<file path="src/rtl/param_div_pkg.sv">
// Shared arithmetic typedefs for the divider block.
package param_div_pkg;

    typedef enum logic [1:0] {
        IDLE,
        DIVIDE,
        FINISH
    } div_state_t;

endpackage

</file>
<file path="src/rtl/param_div_if.sv">
// Request/result bundle between a divider client and param_div.
interface param_div_if #(
    parameter int WIDTH = 8
);
    logic             start;
    logic [WIDTH-1:0] a;
    logic [WIDTH-1:0] b;
    logic             busy;
    logic             done;
    logic [WIDTH-1:0] q;
    logic [WIDTH-1:0] r;
    logic             dbz;

    modport master (
        output start, a, b,
        input  busy, done, q, r, dbz
    );

    modport slave (
        input  start, a, b,
        output busy, done, q, r, dbz
    );
endinterface

</file>
<file path="src/rtl/param_div_step.sv">
// One restoring-division iteration: shift in a dividend bit, trial-subtract.
module param_div_step #(
    parameter int WIDTH = 8
) (
    input  logic [WIDTH:0]   rem,
    input  logic             nbit,
    input  logic [WIDTH-1:0] dvs,
    output logic [WIDTH:0]   rem_nx,
    output logic             qbit
);
    logic [WIDTH+1:0] wide;
    logic [WIDTH:0]   diff;

    assign wide   = {rem, nbit};
    assign qbit   = (wide >= {2'b00, dvs});
    assign diff   = wide[WIDTH:0] - {1'b0, dvs};
    assign rem_nx = qbit ? diff : wide[WIDTH:0];
endmodule

</file>
<file path="src/rtl/param_div.sv">
// Signed iterative divider: restoring division on magnitudes, one bit per clock.
module param_div
    import param_div_pkg::*;
#(
    parameter int WIDTH = 8
) (
    input  logic         clk,
    input  logic         reset,
    param_div_if.slave   bus
);
    localparam int CW = $clog2(WIDTH + 1);

    div_state_t       state;
    logic [CW-1:0]    cnt;
    logic [WIDTH:0]   rem;
    logic [WIDTH:0]   rem_nx;
    logic [WIDTH-1:0] dvd;
    logic [WIDTH-1:0] dvs;
    logic [WIDTH-1:0] amag;
    logic [WIDTH-1:0] bmag;
    logic             sq;
    logic             sr;
    logic             zero;
    logic             qbit;

    // Magnitudes fit unsigned WIDTH bits, including the most-negative value.
    assign amag = bus.a[WIDTH-1] ? -bus.a : bus.a;
    assign bmag = bus.b[WIDTH-1] ? -bus.b : bus.b;

    param_div_step #(.WIDTH(WIDTH)) u_step (
        .rem    (rem),
        .nbit   (dvd[WIDTH-1]),
        .dvs    (dvs),
        .rem_nx (rem_nx),
        .qbit   (qbit)
    );

    always_ff @(posedge clk or posedge reset) begin
        if (reset) begin
            state    <= IDLE;
            cnt      <= '0;
            rem      <= '0;
            dvd      <= '0;
            dvs      <= '0;
            sq       <= 1'b0;
            sr       <= 1'b0;
            zero     <= 1'b0;
            bus.busy <= 1'b0;
            bus.done <= 1'b0;
            bus.q    <= '0;
            bus.r    <= '0;
            bus.dbz  <= 1'b0;
        end else begin
            bus.done <= 1'b0;
            unique case (state)
                IDLE: begin
                    if (bus.start) begin
                        state    <= DIVIDE;
                        cnt      <= CW'(WIDTH);
                        rem      <= '0;
                        dvd      <= amag;
                        dvs      <= bmag;
                        sr       <= bus.a[WIDTH-1];
                        sq       <= bus.a[WIDTH-1] ^ bus.b[WIDTH-1];
                        zero     <= (bus.b == '0);
                        bus.busy <= 1'b1;
                    end
                end
                DIVIDE: begin
                    // dvd shifts dividend bits out and quotient bits in.
                    rem <= rem_nx;
                    dvd <= {dvd[WIDTH-2:0], qbit};
                    cnt <= cnt - CW'(1);
                    if (cnt == CW'(1)) begin
                        state <= FINISH;
                    end
                end
                FINISH: begin
                    if (zero) begin
                        bus.q <= '1;
                    end else begin
                        bus.q <= sq ? -dvd : dvd;
                    end
                    bus.r    <= sr ? -rem[WIDTH-1:0] : rem[WIDTH-1:0];
                    bus.dbz  <= zero;
                    bus.done <= 1'b1;
                    bus.busy <= 1'b0;
                    state    <= IDLE;
                end
                default: state <= IDLE;
            endcase
        end
    end
endmodule

</file>
<file path="src/flat_wrapper.sv">
// flat-port wrapper written by rule: the top's interface ports become plain ports
module param_div_flat import param_div_pkg::*;
#(
    parameter int WIDTH = 8
)
  (clk, reset, bus_start, bus_a, bus_b, bus_busy, bus_done, bus_q, bus_r, bus_dbz);
  param_div_if #(.WIDTH(WIDTH)) bus_i ();
  input  logic clk;
  input  logic reset;
  input wire logic [$bits(bus_i.start)-1:0] bus_start;
  input wire logic [$bits(bus_i.a)-1:0] bus_a;
  input wire logic [$bits(bus_i.b)-1:0] bus_b;
  output wire logic [$bits(bus_i.busy)-1:0] bus_busy;
  output wire logic [$bits(bus_i.done)-1:0] bus_done;
  output wire logic [$bits(bus_i.q)-1:0] bus_q;
  output wire logic [$bits(bus_i.r)-1:0] bus_r;
  output wire logic [$bits(bus_i.dbz)-1:0] bus_dbz;
  assign bus_i.start = bus_start;
  assign bus_i.a = bus_a;
  assign bus_i.b = bus_b;
  assign bus_busy = bus_i.busy;
  assign bus_done = bus_i.done;
  assign bus_q = bus_i.q;
  assign bus_r = bus_i.r;
  assign bus_dbz = bus_i.dbz;
  param_div #(.WIDTH(WIDTH)) u_core (.clk(clk), .reset(reset), .bus(bus_i));
endmodule
</file>
<file path="config.mk">
export PLATFORM = sky130hd
export DESIGN_NAME = param_div_flat
export DESIGN_NICKNAME = d
export VERILOG_FILES = /design/src/rtl/param_div_pkg.sv /design/src/rtl/param_div_if.sv /design/src/rtl/param_div_step.sv /design/src/rtl/param_div.sv /design/src/flat_wrapper.sv
export SDC_FILE = /design/constraint.sdc
export NUM_CORES = 1
export LEC_CHECK = 0
export CAP_MARGIN = 20
export CORE_ASPECT_RATIO = 0.8
export CORE_MARGIN = 4
export CORE_UTILIZATION = 56
export CTS_CLUSTER_SIZE = 30
export DETAILED_ROUTE_END_ITERATION = 16
export PLACE_DENSITY = 0.8
export SYNTH_ARGS = -nofsm -noshare
export SYNTH_HDL_FRONTEND = slang
export SYNTH_SLANG_ARGS = --single-unit
</file>
<file path="constraint.sdc">
create_clock -name clk -period 2.7 [get_ports clk]
set_input_delay 0.675 -clock clk [delete_from_list [all_inputs] [get_ports clk]]
set_output_delay 0.675 -clock clk [all_outputs]
set_load 0.01 [all_outputs]
</file>
# Word level (Yosys, flattened, before mapping)
# Cells that the tools add are included.
# totals
out_inout_bits	19
ramBits	0
wordCells	52
reg_bits	53
memories	0
romBits	0
latchBits	0
# op_classes
add_sub_neg	6
div	0
reduce_logical	8
mux	18
n_bitwise	1
multipliers	0
eq_ne	5
magnitude_cmp	1
shift	0
# ops
op	count
2-to-1 mux 8 bit	6
negation 8 bit	4
2-to-1 mux 9 bit	2
case mux 9 bit (2 select lines)	1
case mux 8 bit (2 select lines)	1
greater-or-equal comparator 10 x 8 -> 1 bit	1
subtractor 9 x 8 -> 9 bit	1
logical NOT 8 bit	1
case mux 4 bit (2 select lines)	1
AND reduction 2 bit	4
equality test 4 x 1 -> 1 bit, second input constant	1
2-to-1 mux 2 bit	2
2-to-1 mux 4 bit	1
case mux 2 bit (2 select lines)	1
nonzero test 2 bit	2
subtractor 4 x 1 -> 4 bit, second input constant	1
equality test 2 x 1 -> 1 bit, second input constant	1
equality test 2 bit, second input constant	1
logical NOT 2 bit	1
2-to-1 mux 1 bit	2
!= test 2 x 1 -> 1 bit, second input constant	1
!= test 2 bit, second input constant	1
case mux 1 bit (2 select lines)	1
XOR 1 bit	1

# Depth between registers and ports, before layout
# logic_depth
depth_word	4
depth_mapped	10

# Cells and area by module
# From an unflattened synthesis, not the netlist that was laid out.
# hier_totals
cells_unflattened	352
area_unflattened_um2	3139.3
# modules_own_cells
module	seq_area_each_um2	area_per_inst_um2	instances	cells_each
param_div	1326.3	2616.3	1	277
param_div_step	0.0	523.0	1	75

# Worst setup path after synthesis
# OpenSTA, ideal clock, no wires.
# synth_timing
kind	register to register
from	register u_core.dvd[7]
to	register u_core.dvd[0]
stages_incl_launch_ff	10
required_time_ns	2.574
setup_ns	0.126
n_path_buf	0
slack_ns	0.229
synth_period_minus_slack_ns	2.471
arrival_ns	2.345
path_cell_list	dfrtp_1 > inv_1 > ha_1 > inv_1 > fa_1 > a211oi_4 > o21ai_2 > a2111oi_4 > nor2_1 > a221o_1
# synth_between
elab_chain_len	2
# synth_lines
element	line	text
from (decl)	param_div.sv:17	logic [WIDTH-1:0] dvd;
from (signal assigned)	param_div.sv:61	dvd <= amag;
from (signal assigned)	param_div.sv:72	dvd <= {dvd[WIDTH-2:0], qbit};
greater-or-equal comparator 10 x 8 -> 1 bit	param_div_step.sv:15	assign qbit = (wide >= {2'b00, dvs});
case mux 8 bit (2 select lines)	param_div.sv:55	unique case (state)
# Every way passes these cells.
# A chain may end at the register's enable or synchronous reset.

# Worst setup path after layout
# layout_timing
from	register u_core.dvd[7]
to	register u_core.rem[6]
# layout_between
elab_chain_len	3
# layout_lines
element	line	text
subtractor 9 x 8 -> 9 bit or greater-or-equal comparator 10 x 8 -> 1 bit (tied branches)	param_div_step.sv:16, param_div_step.sv:15	
2-to-1 mux 9 bit (*)	param_div_step.sv:17	assign rem_nx = qbit ? diff : wide[WIDTH:0];
case mux 9 bit (2 select lines) (*)	param_div.sv:55	
to (signal assigned)	param_div.sv:71	rem <= rem_nx;
to (decl)	param_div.sv:15	logic [WIDTH:0] rem;
# Every way passes the cells marked *; elsewhere a longest branch is shown, timed or not.

==> run summary <==
The flow ran to the end, and the final reports show no timing, DRC or antenna violations. The cell sitting at the root of the clock tree is a sky130_fd_sc_hd__clkbuf_8. The weighted congestion at the end of routability-driven global placement is 0.850. The critical path is of the reg2reg type. The total overflow reported by the global router came out at 0. The element type at the critical path start is a flop.

The sequential element share of the synthesized area is 0.438. The final hold violation count is 0. The via-per-instance ratio came out at 5.73. The power share of the combinational group is 0.554. In the synthesized netlist the dominant register cell turns out to be sky130_fd_sc_hd__dfrtp_1. The final sum of negative setup slack came out at 0 ps.

Of all nets on the critical path, the largest fanout is 8. At the end of the flow, the number of nets in the layout was 406. The routed design uses 374 µm of met3 wire.

The post-route clock skew is 12.6 ps. The worst setup path is captured at a flop. The first global-routing pass estimated 10.8 mm of wire.

The net count of the mapped netlist is 365. The tightest slew margin relative to the limit is 0.582. The register share of total power came out at 0.340. The non-filler instance count after layout is 435. The cell area after synthesis is 3030 µm².

The number of synthesized register bits is 53. The type of the most critical hold path is reg2reg. The overall via count from detail_route is 2491.

The number of maximum-capacitance constraint violations came out at 0. The tightest hold path in the finished design has a slack of 481 ps. The later pin in the worst-skew pair is clocked with a latency of 310 ps.

The number of different library cells in the post-synthesis netlist came out at 45. The cell-internal power is 2.54 mW. The fraction of post-synthesis cell area in the top cell type by area came out at 0.438. The global-route total usage across every layer is 0.204. The die covers 6660 µm². The analysis attributes to cell leakage a power of 1.59 nW. The worst reg-to-reg setup slack came out at 190 ps. The maximum number of pins on one net before global-route repair is 33. The remaining design rule violation count is 0.

The cell count after synthesis came out at 331. The H-tree depth came out at 2. The overall routed net length came out at 6.35 mm.

The detailed-routing wirelength on met1 came out at 3.01 mm. For the pin with the worst max-slew slack, the measured transition is 626 ps. After synthesis, the cell types taking the most area are sky130_fd_sc_hd__dfrtp_1, sky130_fd_sc_hd__nand2_1, sky130_fd_sc_hd__ha_1. Of the available clock period, the critical path in the final layout requires 0.929. The highest attainable clock frequency is 399 MHz.

The instance area at placement is 3470 µm². The clock share of power is 0.106. For this design the ratio of total power to cell area is 1220 nW/µm². The net switching power figure came out at 1.89 mW.

The clock period could shrink to 2510 ps. Setup violations remaining at the end of the flow were counted as 0. Summed over all instances, the cell type with the most area after synthesis is sky130_fd_sc_hd__dfrtp_1. The maximum VDD drop came out at 0.446 mV. The die is 73.8 µm tall.

The top cell types in the final layout, fill and taps aside, are sky130_fd_sc_hd__dfrtp_1, sky130_fd_sc_hd__nand2_1, sky130_fd_sc_hd__clkdlybuf4s50_1, sky130_fd_sc_hd__o21ai_0, sky130_fd_sc_hd__inv_1. The via count of the first global-routing pass came out at 2317. The maximum buffer depth of the clock tree came out at 2.

The count of yosys warnings during synthesis came out at 0. The die boundary width came out at 90.2 µm. The final max-slew violation count is 0. The starting utilization of the core area came out at 0.591.

After detailed routing, the average wire length per cell comes to 14.6 µm. The initial antenna violation count came to 0. The floorplan row count came out at 23.

The switching fraction of total power is 0.427. The number of nets still failing antenna checks after routing is 0. Counting every sink on the clock net gives 53.

The number of I/O pins is 38. The uppermost signal routing layer after detailed routing is met4. The length of routed met2 wiring is 2.88 mm. The clock-pin slew of the registers on the worst-case setup and hold paths is 90 ps. The area of all placed cells without fillers is 3620 µm².

Setup repair after global routing left no endpoint under its margin. The async set-or-reset flop fraction in the synthesized netlist came out at 1.00. The number of CTS-inserted buffers came out at 5.

The count of flip-flops with a built-in enable after synthesis came out at 0. The area of the core region is 5120 µm². The number of iterations in the first detailed-routing pass came out at 5. In the final layout, the share of cells above drive strength 1 is 0.0643. The number of cells after detailed placement came out at 422. The count of buffers added on input and output ports is 37. After the first detailed-routing iteration, the DRC count stood at 171. TritonCTS built the clock tree. The number of antenna diodes in the final layout is 0. The mean instance size in the synthesized netlist is 9.15 µm². Leaving out fill and tap cells, the most frequent cell in the layout is sky130_fd_sc_hd__dfrtp_1.

Compared with the post-synthesis result, the final layout area differs by 19.5%. The data arrival time of the worst path is 2720 ps. STA puts the critical path data required time at 2920 ps. The placed wire-length estimate after detailed placement came out at 4.77 mm.
==> cells in the mapped netlist, drive strengths merged (2+ instances only) <==
cell type	count
nor3	2
or3	4
a211oi	2
buf	2
nand2	52
nor2b	2
dfrtp	53
or4	3
o31ai	10
nor2	21
a22oi	3
a221o	2
mux2i	5
o41ai	3
a21oi	17
o21a	2
clkinv	2
a22o	2
ha	14
clkbuf	10
o22ai	8
nand2b	4
o21ai	35
inv	22
nand3	5
xnor2	10
xor2	19
a32oi	3
nor4	2
o311ai	3
==> stage by stage <==
stage          utilization  setup slack (ps)  power, mW
2_1_floorplan            -               229       3.17
3_3_place_gp         0.677               158       3.72
3_5_place_dp         0.677              86.4       3.82
4_1_cts              0.695              43.0       4.29
5_1_grt              0.706              25.8       4.80
6_report             0.706               192       4.42
==> critical path, cell delays in order, from the launching register on <==
cell and delay (ps):
sky130_fd_sc_hd__dfrtp_1 420, sky130_fd_sc_hd__inv_1 80, sky130_fd_sc_hd__ha_1 180, sky130_fd_sc_hd__inv_1 80, sky130_fd_sc_hd__fa_2 420, sky130_fd_sc_hd__a211oi_4 300
sky130_fd_sc_hd__o21ai_2 110, sky130_fd_sc_hd__a2111oi_4 330, sky130_fd_sc_hd__buf_6 190, sky130_fd_sc_hd__buf_12 120, sky130_fd_sc_hd__a32oi_1 90, sky130_fd_sc_hd__o31ai_1 90
==> routing by layer <==
metal  vias up  global-route usage
met3         7              0.0328
met1      1154               0.276
li1       1242                   -
met5         -                   0
met4         0              0.0560
met2        88               0.346
==> flip-flops by register name (all words and copies together), names as in the netlist <==
name and cells:
u_core.dvd 8, u_core.bus.q 8, u_core.bus.dbz 1, u_core.dvs 8
u_core.bus.r 8, u_core.bus.done 1, u_core.cnt 4, u_core.sq 1
u_core.state 2, u_core.zero 1, u_core.bus.busy 1, u_core.sr 1
u_core.rem 9
==> power by group through the flow <==
stage / clock network [mW] / logic (mW) / registers [mW]
2_1_floorplan: 0 / 1.72 / 1.45
3_3_place_gp: 0 / 2.23 / 1.49
3_5_place_dp: 0 / 2.30 / 1.52
4_1_cts: 0.474 / 2.32 / 1.50
5_1_grt: 0.502 / 2.74 / 1.56
6_report: 0.469 / 2.45 / 1.50
==> worst paths after layout <==
check	end	start	cells past startpoint
min in group asynchronous	u_core.bus.busy$_DFFE_PP0P_	reset	2
max in group asynchronous	u_core.dvs[5]$_DFFE_PP0P_	reset	3
worst max register to register	u_core.rem[6]$_DFFE_PP0P_	u_core.dvd[7]$_DFFE_PP0P_	11
worst min register to register	u_core.cnt[3]$_DFFE_PP0P_	u_core.cnt[3]$_DFFE_PP0P_	1
worst max-delay path	u_core.rem[6]$_DFFE_PP0P_	u_core.dvd[7]$_DFFE_PP0P_	11
worst min-delay path	u_core.cnt[3]$_DFFE_PP0P_	u_core.cnt[3]$_DFFE_PP0P_	1
==> repair_timing <==
action	4_1_cts	5_1_grt
hold buffers	0	0
setup endpoints to repair	0	9
setup buffers	0	4
gates resized for setup	0	2
==> area by class of cell <==
| type | count | area [µm²] |
|---|---|---|
| multi-input cells | 242 | 1560 |
| well taps | 62 | 77.6 |
| repair buffers | 46 | 467 |
| fillers | 409 | 1500 |
| inverters | 24 | 90.1 |
| clock inverters | 2 | 13.8 |
| clock buffers | 6 | 82.6 |
| flip-flops and latches | 53 | 1330 |
==> logic make-up after synthesis <==
group                      after synthesis  synth area share
and+or+nand+nor                         99             0.145
adders and majority gates               15            0.0644
DFF                                     53             0.438
xor gates and xnor gates                29            0.0838
AOI/OAI and AO/OA                       94             0.205
buffers and inverters                   36            0.0475
muxes                                    5            0.0165
Note: power is estimated with default switching activity, not from simulation.
==> variant (same settings) <==
Encoding of `div_state_t`: now one-hot (3 bits for 3 states).
--- a/src/rtl/param_div_pkg.sv
+++ b/src/rtl/param_div_pkg.sv
@@ -1,10 +1,10 @@
 // Shared arithmetic typedefs for the divider block.
 package param_div_pkg;
 
-    typedef enum logic [1:0] {
-        IDLE,
-        DIVIDE,
-        FINISH
+    typedef enum logic [2:0] {
+        IDLE   = 3'b001,
+        DIVIDE = 3'b010,
+        FINISH = 3'b100
     } div_state_t;
 
 endpackage
Formal check against the unedited RTL: same outputs for any inputs over 10 cycles, from zero or initial values and one cycle with reset high; not proved beyond that.
==> variant against the original RTL <==
Cell area is 1.1% higher. Total power is 21% lower. Sequential share of layout area is 0.30 points higher. Sequential cell count is 1 higher. Combinational power is 29% lower. Core utilization is 0.41 points higher. Critical path depth stayed put. Wire length is 1.4% higher. First-iteration DRC count is 27% higher. Synthesized area is 1.2% higher. Worst setup slack worse by 42 ps. Largest cell class unchanged.
==> variant: results (changes against the original RTL) <==
Run status
  – Status: complete, no violations

Clock network
  – CTS root buffer: clkbuf_8
  – Clk Latency, worst-skew pair: 310 ps (about the same)
  – Max Buffers Root-to-Sink: 2 (unchanged)
  – Clock slew at reported path FFs: about 100 ps
  – CTS Buf Count: 5 (unchanged)
  – H-tree Lvls: 2 (unchanged)

Synthesis
  – Synth Warn #: 0 (unchanged)
  – Post-synthesis mux area share: 3.019% (+1.4 points)
  – Sequential fraction of the synthesis area: 44.10% (+0.32 points)
  – Post-Synth XOR/XNOR Area: 7.711% (-0.67 points)
  – Synth cell count leaders: dfrtp_1, nand2_1, nor2_1
  – Synth top area cells: dfrtp_1, ha_1, xor2_1
  – Yosys top cell area share: 43.25% (-0.54 points)
  – Synth Area in Compound Gates: 18.77% (-1.8 points)
  – Synth Area in Adders: 6.365% (-0.079 points)
  – Distinct cell type count after synthesis: 48 (+6.7%)
  – Syn_nets: 362 (-0.82%)
  – Ys async rst share: 100.0% (unchanged)

Setup path
  – Crit path from: u_core.dvd[7]
  – Crit Path Max Fanout: 6 (-2)
  – CP delay by family, top: compound AO/OA/AOI/OAI gates
  – Crit path DAT: 2730 ps (about the same)
  – Critical Path Slowest Stage Cell: dfrtp_1
  – Max incr delay on CP: ~410 ps

Place
  – Final Wtd Congestion: 0.8620 (+1.4%)
  – Dpl ws: 107.7 ps (+21.38 ps)
  – Post-DP HPWL: 4.807 mm (+0.74%)
  – # port buffers: 37 (unchanged)

GRT
  – Gr usage total: 20.83% (+0.43 points)
  – Vias in the first global route: 2325 (+0.35%)
  – First-pass GRT wire length: 11.26 mm (+3.9%)
  – Largest net degree at the start of global routing: 29 (-12%)
  – Antenna violations before repair: 0 (unchanged)

Final layout
  – Fill cells: 401 (-2.0%)
  – Share of layout cells above drive strength 1: 8.919% (+2.5 points)
  – Largest reg by FF count: u_core.rem
  – Diodes inserted: 0 (unchanged)
  – Final #Nets: 403 (-0.74%)
  – Max reg flops: 9 (unchanged)

STA
  – Fin. max-slew vios: 0 (unchanged)
  – Slew @ Worst Pin: 647.2 ps (+21.13 ps)
  – Worst Skew: 8.946 ps (-3.689 ps)

Pwr
  – VDD IR max: 0.0006764 V (+51%)
  – Leak pwr: 1.670 nW (+5.3%)

Detailed routing
  – 1st-pass router iterations: 4 (-1)
  – First DRT Iteration DRCs: 217 (+27%)
  – Vias/cell: 5.819 (+1.6%)
  – Drt total wl: 6.439 mm (+1.4%)

Hold path
  – Hold Path Origin: u_core.cnt[3]
  – Worst hold path type: reg2reg
-- variant: changes by cell type after synthesis, sizes merged, moves of 3 or more --
cell,delta
a21oi,-4
nor2b,+3
o311ai,-3
nor2,+9
o22ai,-6
a31oi,+8
clkbuf,+4
o21ai,-5
nand2,-19
-- variant: per-layer routing --
layer  GRT usage (%)  up-vias  routed length (um)
met5               0        -                   0
met4           5.603        0                  44
met3           3.236        5                 358
met2           34.18       67                2991
met1           29.38     1204                3045
li1                -     1238                   -
-- variant: what timing repair did --
item                                    CTS  global route
resized for setup                         0             3
endpoints found under the setup margin    0             5
setup buffers                             0             2
-- variant: final cells by class --
type	count	area, um^2	share of cell area (%)
clock buffer	5	68.82	1.880
clock inverter	3	28.78	0.7863
inverter	25	93.84	2.564
multi-input combinational	234	1564	42.74
sequential	54	1353	36.96
tap	62	77.57	2.120
timing repair buffer	49	474.2	12.96
-- variant: path summary, 6_finish.rpt --
kind	end	slack [ps]	depth (start not counted)
worst max-delay path	u_core.rem[7]	150	11
worst min-delay path	u_core.cnt[3]	490	1
max in group asynchronous	u_core.state[0]	1550	3
worst max register to register	u_core.rem[7]	150	11
worst min register to register	u_core.cnt[3]	490	1
min in group asynchronous	u_core.bus.q[4]	620	2
-- variant: stage by stage --
stage	cell area, um^2	cells
after floorplan	3067	328
final	3660	432
after detailed placement	3543	422
after global placement	3543	422
after CTS	3641	430
after global routing	3660	432
-- variant: report_power, final --
| part | internal, W | switching, W |
|---|---|---|
| Sequential | 0.00104 | 0.000236 |
| Clock | 0.000193 | 0.000289 |
| Combinational | 0.000813 | 0.000939 |
